**src/rtl/byte_unloader.sv**
```systemverilog
// Purpose: parallel-in serial-out unloader; captures six bytes on load and streams them oldest first.
// Latency: first byte valid the cycle after load is sampled; one byte per cycle with dout_ready held high.
// Backpressure: dout_ready low holds dout and the index stable for any number of cycles.
//
// Ports:
//   clk, rst        clock, asynchronous active-low reset
//   load, flush     capture request (honoured only in IDLE), synchronous abort to IDLE
//   din0..din5      parallel bytes, din5 oldest / first out, din0 newest / last out
//   dout, dout_valid, dout_ready   valid/ready serial byte stream
//   busy, done      not-IDLE indicator, one-cycle end-of-frame pulse
module byte_unloader #(
    parameter int WIDTH = 8
) (
    input  logic             clk,
    input  logic             rst,
    input  logic             load,
    input  logic             flush,
    input  logic [WIDTH-1:0] din0,
    input  logic [WIDTH-1:0] din1,
    input  logic [WIDTH-1:0] din2,
    input  logic [WIDTH-1:0] din3,
    input  logic [WIDTH-1:0] din4,
    input  logic [WIDTH-1:0] din5,
    output logic [WIDTH-1:0] dout,
    output logic             dout_valid,
    input  logic             dout_ready,
    output logic             busy,
    output logic             done
);

    typedef enum logic [1:0] {
        IDLE = 2'd0,
        SEND = 2'd1,
        DONE = 2'd2
    } state_t;

    state_t           state;
    state_t           state_nxt;
    logic [2:0]       idx;
    logic [2:0]       idx_nxt;
    logic [WIDTH-1:0] byte_q [0:5];
    logic [WIDTH-1:0] byte_sel;
    logic             capture;

    // Capture only from IDLE; flush outranks load so an aborting cycle never overwrites the buffer.
    assign capture = (state == IDLE) && load && !flush;

    always_ff @(posedge clk or negedge rst) begin
        if (!rst) begin
            state <= IDLE;
            idx   <= 3'd0;
            for (int i = 0; i < 6; i++) begin
                byte_q[i] <= '0;
            end
        end else begin
            state <= state_nxt;
            idx   <= idx_nxt;
            if (capture) begin
                byte_q[0] <= din0;
                byte_q[1] <= din1;
                byte_q[2] <= din2;
                byte_q[3] <= din3;
                byte_q[4] <= din4;
                byte_q[5] <= din5;
            end
        end
    end

    always_comb begin
        state_nxt = state;
        idx_nxt   = idx;
        if (flush) begin
            state_nxt = IDLE;
            idx_nxt   = 3'd0;
        end else begin
            case (state)
                IDLE: begin
                    if (load) begin
                        state_nxt = SEND;
                        idx_nxt   = 3'd5;
                    end
                end
                SEND: begin
                    if (dout_ready) begin
                        if (idx == 3'd0) begin
                            state_nxt = DONE;
                        end else begin
                            idx_nxt = idx - 3'd1;
                        end
                    end
                end
                DONE: begin
                    state_nxt = IDLE;
                end
                default: begin
                    state_nxt = IDLE;
                    idx_nxt   = 3'd0;
                end
            endcase
        end
    end

    // Explicit mux keeps the unused index codes 6 and 7 from reading past the buffer.
    always_comb begin
        byte_sel = '0;
        case (idx)
            3'd0:    byte_sel = byte_q[0];
            3'd1:    byte_sel = byte_q[1];
            3'd2:    byte_sel = byte_q[2];
            3'd3:    byte_sel = byte_q[3];
            3'd4:    byte_sel = byte_q[4];
            3'd5:    byte_sel = byte_q[5];
            default: byte_sel = '0;
        endcase
    end

    // All outputs decode the registered state, so reset forces them low immediately.
    assign dout_valid = (state == SEND);
    assign dout       = dout_valid ? byte_sel : '0;
    assign busy       = (state != IDLE);
    assign done       = (state == DONE);

endmodule

```
**config.mk**
```make
export PLATFORM = sky130hd
export DESIGN_NAME = byte_unloader
export DESIGN_NICKNAME = d
export VERILOG_FILES = /design/src/rtl/byte_unloader.sv
export SDC_FILE = /design/constraint.sdc
export NUM_CORES = 1
export LEC_CHECK = 0
export CAP_MARGIN = 20
export CORE_ASPECT_RATIO = 0.8
export CORE_MARGIN = 4
export CORE_UTILIZATION = 46
export CTS_CLUSTER_DIAMETER = 40
export DETAILED_ROUTE_END_ITERATION = 7
export GPL_ROUTABILITY_DRIVEN = 0
export PLACE_DENSITY = 0.82
export SLEW_MARGIN = 30
export SYNTH_ARGS = -nofsm -noshare
export SYNTH_HDL_FRONTEND = slang
export SYNTH_SLANG_ARGS = --single-unit
export TNS_END_PERCENT = 100
```
**constraint.sdc**
```tcl
create_clock -name clk -period 2.3 [get_ports clk]
set_input_delay 0.575 -clock clk [delete_from_list [all_inputs] [get_ports clk]]
set_output_delay 0.575 -clock clk [all_outputs]
set_load 0.1 [all_outputs]
```
==> metrics.csv, run 1 <==
metric,value,unit
Max clock buf depth,2,
Max Cap Viol,0,
worst path cell trace,inv_2 -> ha_4 -> buf_6 -> a222oi_1 -> nand2_1 -> nand2_2 -> a21oi_4 -> buf_12,
Top-Level Pins,64,
CTS Sinks,53,
post-synthesis cell count,197,
CTS tree,built,
Setup Crit Path Kind,flip-flop to output pin,
min Tclk post-route,2540,ps
diode count,0,
most frequent cells in the layout,"clkdlybuf4s50_1, dfrtp_1, mux2_2",
status,finished with violations,
vias,1851,
Slew Limit Fails,0,
largest net degree at the start of global routing,49,
RSZ-0062 raised after global routing,yes,
multiplexer share of the synthesized area,23.4,%
total CTS buffers,5,
Reg2Reg Capture Point,idx[0],
critical path capture point type,output pin,
Die X,91.2,µm
clk_lat worst skew,310,ps
core footprint,0.00518,mm²
DRT antenna net count,0,
GRT Overall Usage,18.5,%
"commonest non-fill, non-tap cell in the layout",clkdlybuf4s50_1,
Crit path required time,1730,ps
DRC Markers,0,
min-delay worst type,input port to async pin,
failing checks,negative setup slack,
Hold Slack,259,ps
fraction of layout cells with a size suffix above 1,36.5,%
Die Ht,74.5,µm
final cycle utilization of the critical path,110,%
Worst slew margin,59.7,%
nets,328,
drt initial violations,72,
initial antenna violation count,0,
IO Port Bufs,63,
first-pass GRT wire length,9790,µm
Worst-path clk slew,100,ps
GRT overflow,0,
FF-to-FF setup slack,460,ps
Max Fclk,394,MHz
main combinational cell family by area after synthesis,multiplexers,
Reg2Reg Depth,7,
clk root buf,clkbuf_8,
"Arr. time, crit path",1970,ps
DR pass1 iterations,4,
Initial Util,49.1,%
Setup WS pre-CTS,-61.8,ps
simple-gate share of the synthesized area,6.78,%
Synth cell types,31,
Post-CTS Hold Buffers,0,
vias in the first global route,1933,
synthesized area,0.00254,mm²
slew of the pin with the lowest slew margin,605,ps
reg2reg start,idx[0],
synthesized-area fraction occupied by adder cells,2.46,%
syn nets,255,
Final WS setup,-241,ps
"Largest stage delay, worst path",420,ps
sequential area share after synthesis,52.1,%
clk_skew,6.71,ps
drt total wl,6090,µm
YS warnings,0,
die area,0.00679,mm²
final setup fails,8,
endpoints failing hold,0,
maximum fanout along the worst path,8,
#FFs+latches synth,53,
Synth Area in Compound Gates,10.8,%
cell row count,23,
Clock H-tree levels,2,
HPWL Detailed,4320,µm
FILL cells,359,
Critical-path top delay cell,dfrtp_2,
"Avg Cell Area, Syn",12.9,µm²
Routed wire per std cell,18.3,µm
maximum VDD drop,0.345,mV
crit start category,flip-flop,
static leakage,1.51,nW
DR vias/cell,5.56,
pwr/cell area,750,mW/mm²
xor/xnor cell area share of the yosys netlist,0,%
Area Overhead vs Synth,45.4,%
power by group:
group | switching [mW] | leakage (nW) | internal, mW
registers | 0.125 | 0.626 | 1.13
logic | 0.511 | 0.837 | 0.491
clock network | 0.304 | 0.0439 | 0.211
final cells by class:
class	count	area, µm²	area share [%]
multi-input combinational	125	1260	34.2
clock buffer	5	68.8	1.86
inverter	6	25.0	0.676
clock inverter	3	17.5	0.473
sequential	53	1330	35.9
timing repair buffer	79	917	24.8
tap	62	77.6	2.10
cell usage after synthesis:
master	n	area, µm²
a2111oi_0	1	8.76
a211oi_1	1	7.51
a21oi_1	14	70.1
a222oi_1	7	70.1
a22oi_1	8	60.1
a32oi_1	1	8.76
a32oi_4	1	27.5
and2_1	2	12.5
and3_1	1	6.26
buf_1	1	3.75
buf_2	1	5.00
buf_4	3	22.5
buf_6	4	45.0
clkbuf_1	4	15.0
dfrtp_1	53	1330
ha_1	5	62.6
inv_1	6	22.5
mux2_1	20	225
mux2_2	31	349
mux2i_1	2	20.0
nand2_1	13	48.8
nand2b_1	1	6.26
nand2b_4	1	13.8
nand3_1	2	10.0
nor2_1	6	22.5
nor3b_1	1	7.51
nor4b_2	1	15.0
nor4b_4	1	23.8
o21ai_0	3	15.0
o21bai_1	1	7.51
or3_1	1	6.26
what timing repair did:
action | in CTS | in global routing
pin swaps | 8 | 14
buffers inserted | 4 | 2
gates resized for setup | 13 | 17
cloned | 0 | 1
setup endpoints to repair | 8 | 8
sequential cells by signal (all words and copies together) (netlist names):
| register | count |
|---|---|
| idx | 3 |
| byte_q | 48 |
| state | 2 |
worst max-delay path by stage:
stage	start	to	slack, ps	depth (start not counted)
2_1_floorplan	idx[0]	dout[1]	-20	7
3_3_place_gp	idx[0]	dout[2]	-30	6
3_5_place_dp	idx[0]	dout[1]	-60	6
4_1_cts	idx[1]	dout[6]	-250	8
5_1_grt	idx[0]	dout[3]	-310	8
6_report	idx[0]	dout[6]	-240	8
metal layers:
metal	vias up	part of all wire [%]	global-route usage (%)
li1	864	-	-
met1	911	46	26.2
met2	71	46	29.0
met3	5	6.5	4.25
met4	0	0.92	5.52
met5	-	0	0
critical path, delay by kind of cell, from the launching register on:
kind            cells  cell delay [ps]
flops               1              420
buf+inv             3              400
compound gates      2              400
simple gates        2              270
fa+ha+maj           1              170
stage by stage:
| stage | util, % | instances | TNS [ps] | area (µm²) | total power [mW] |
|---|---|---|---|---|---|
| finish | 71.4 | 333 | -1660 | 3700 | 2.77 |
| detailed placement | 66.6 | 318 | -287 | 3450 | 2.20 |
| CTS | 69.8 | 330 | -1840 | 3610 | 2.73 |
| global route | 71.4 | 333 | -2330 | 3700 | 2.92 |
| floorplan | - | 197 | -117 | 2640 | 1.85 |
| global placement | 66.6 | 318 | -123 | 3450 | 2.16 |
cell families (layout without fill, tap and decap cells):
group                    after synthesis  in the layout
AO/OA/AOI/OAI                         37             37
adder cells (fa/ha/maj)                5              5
buffers and inverters                 19             93
flip-flops                            53             53
multiplexers                          53             53
AND/OR/NAND/NOR                       30             30
Note: power is estimated with default switching activity, not from simulation.
==> run 2, diff against run 1 <==
GPL_TIMING_DRIVEN = 0   (was unset)
SLEW_MARGIN = 0   (was 30)
==> metrics.csv, run 2 (same netlist as run 1, synthesis figures left out) <==
metric,value,unit,change
status,finished with violations,,
failing checks,negative setup slack,,
"delay-heaviest family, CP",buffers and inverters,,
CTS Sinks,53,,unchanged
Clock H-tree levels,2,,unchanged
DRT antenna net count,0,,unchanged
RSZ-0062 raised after global routing,yes,,
register with the highest flop count,byte_q,,
core footprint,0.00518,mm²,unchanged
Top-Level Pins,64,,unchanged
Crit path required time,1730,ps,about the same
Max Cap Viol,0,,unchanged
"Core Util, Final",74.1,%,+2.7 points
DR pass1 iterations,4,,unchanged
maximum VDD drop,0.388,mV,+13%
final cycle utilization of the critical path,116,%,+5.6 points
Final Power,2.97,mW,+7.0%
Die X,91.2,µm,unchanged
Worst-path clk slew,100,ps,about the same
clk_lat worst skew,310,ps,about the same
Area Overhead vs Synth,50.9,%,
Placed Instance Area,0.00336,mm²,-2.5%
Largest register FFs,48,,unchanged
Final WS setup,-370,ps,-129 ps
Worst slew margin,62.3,%,+2.6 points
nets,343,,+4.6%
Crit path top cell by count,buf_4,,
worst path cell trace,buf_4 -> ha_4 -> buf_4 -> a222oi_1 -> nand2_1 -> nand2_2 -> a21oi_4 -> buf_12,,
setup TNS after final layout,-2530,ps,-875 ps
HPWL Detailed,4330,µm,+0.14%
Max Fclk,375,MHz,-4.8%
die area,0.00679,mm²,unchanged
total CTS buffers,5,,unchanged
static leakage,1.60,nW,+6.2%
biggest regs,"byte_q x48, idx x3, state x2",,
crit start category,flip-flop,,
GRT Overall Usage,20.0,%,+1.5 points
vias in the first global route,2048,,+5.9%
initial antenna violation count,0,,unchanged
first-pass GRT wire length,10500,µm,+7.3%
final setup fails,8,,unchanged
vias,1906,,+3.0%
Slew Limit Fails,0,,unchanged
clk_skew,11.9,ps,+5.19 ps
CTS tree,built,,
Post-CTS Hold Buffers,0,,unchanged
endpoints failing hold,0,,unchanged
cell row count,23,,unchanged
final instance area,0.00384,mm²,+3.8%
DR vias/cell,5.48,,-1.5%
GRT overflow,0,,unchanged
pwr/cell area,772,mW/mm²,+3.0%
"Arr. time, crit path",2090,ps,+120 ps
drt total wl,6680,µm,+9.6%
Setup Crit Path Kind,flip-flop to output pin,,
IO Port Bufs,63,,unchanged
DRC Markers,0,,unchanged
min Tclk post-route,2670,ps,+129 ps
CP Buf/Inv Count,3,,unchanged
most frequent cells in the layout,"dfrtp_1, clkdlybuf4s50_1, mux2_2",,
Setup WS pre-CTS,-989,ps,-928 ps
min-delay worst type,input port to async pin,,
Initial Util,49.1,%,unchanged
critical path capture point type,output pin,,
Die Ht,74.5,µm,unchanged
clk root buf,clkbuf_8,,
Max clock buf depth,2,,unchanged
Critical-path top delay cell,dfrtp_2,,
Routed wire per std cell,19.2,µm,+4.9%
fraction of layout cells with a size suffix above 1,39.5,%,+3.0 points
drt initial violations,113,,+57%
diode count,0,,unchanged
"Largest stage delay, worst path",450,ps,+30 ps
slew of the pin with the lowest slew margin,566,ps,-39.6 ps
largest net degree at the start of global routing,32,,-35%
maximum fanout along the worst path,7,,-1
-- run 2: cell types whose count changed in the layout (fill, tap and decap cells not counted), moves of 2 or more --
cell,before,now
buf_4,9,17
buf_6,3,9
buf_12,15,10
a22oi_1,5,7
a22oi_2,3,1
clkbuf_8,5,7
clkdlybuf4s15_2,0,2
clkinv_2,2,0
nand2_2,6,4
nand2_4,0,2
-- run 2: per-layer routing --
layer	global-route usage (%)	share of wire [%]	wire (µm)	vias to the layer above
met1	26.6	44	2970	925
met2	33.4	47	3120	73
li1	-	-	-	896
met5	0	0	0	-
met4	4.68	1.4	93	0
met3	5.16	7.4	497	12
-- run 2: area by class of cell --
cell class,count,area [µm²]
clock inverter,2,37.5
multi-input combinational,125,1270
buffer,12,134
timing repair buffer,82,882
clock buffer,6,82.6
tap,62,77.6
inverter,6,22.5
sequential,53,1330
fill,317,1340
-- run 2: power by group --
| part | switching (mW) | leakage (nW) | internal, mW |
|---|---|---|---|
| registers | 0.121 | 0.627 | 1.13 |
| clock network | 0.318 | 0.0574 | 0.354 |
| logic | 0.530 | 0.915 | 0.511 |
-- run 2: worst paths after layout --
kind                                    to  startpoint  cells past startpoint  slack [ps]
worst max-delay path               dout[3]      idx[0]                      8        -370
worst min-delay path            byte_q[17]         rst                      1         240
worst max register to register      idx[2]      idx[0]                      8         450
worst min register to register  byte_q[46]  byte_q[46]                      1         500
max in group asynchronous       byte_q[45]         rst                      2        1490
min in group clk                byte_q[46]  byte_q[46]                      1         500
-- run 2: stage by stage --
step / std cells / hold slack [ps]
finish: 348 / 242
global route: 348 / 275
global placement: 322 / 467
CTS: 342 / 252
floorplan: 197 / 279
detailed placement: 323 / 475
-- run 2: timing repair --
action,in CTS,in global routing
buffers inserted,12,6
resized for setup,116,4
endpoints found under the setup margin,11,9
pin swaps,13,10
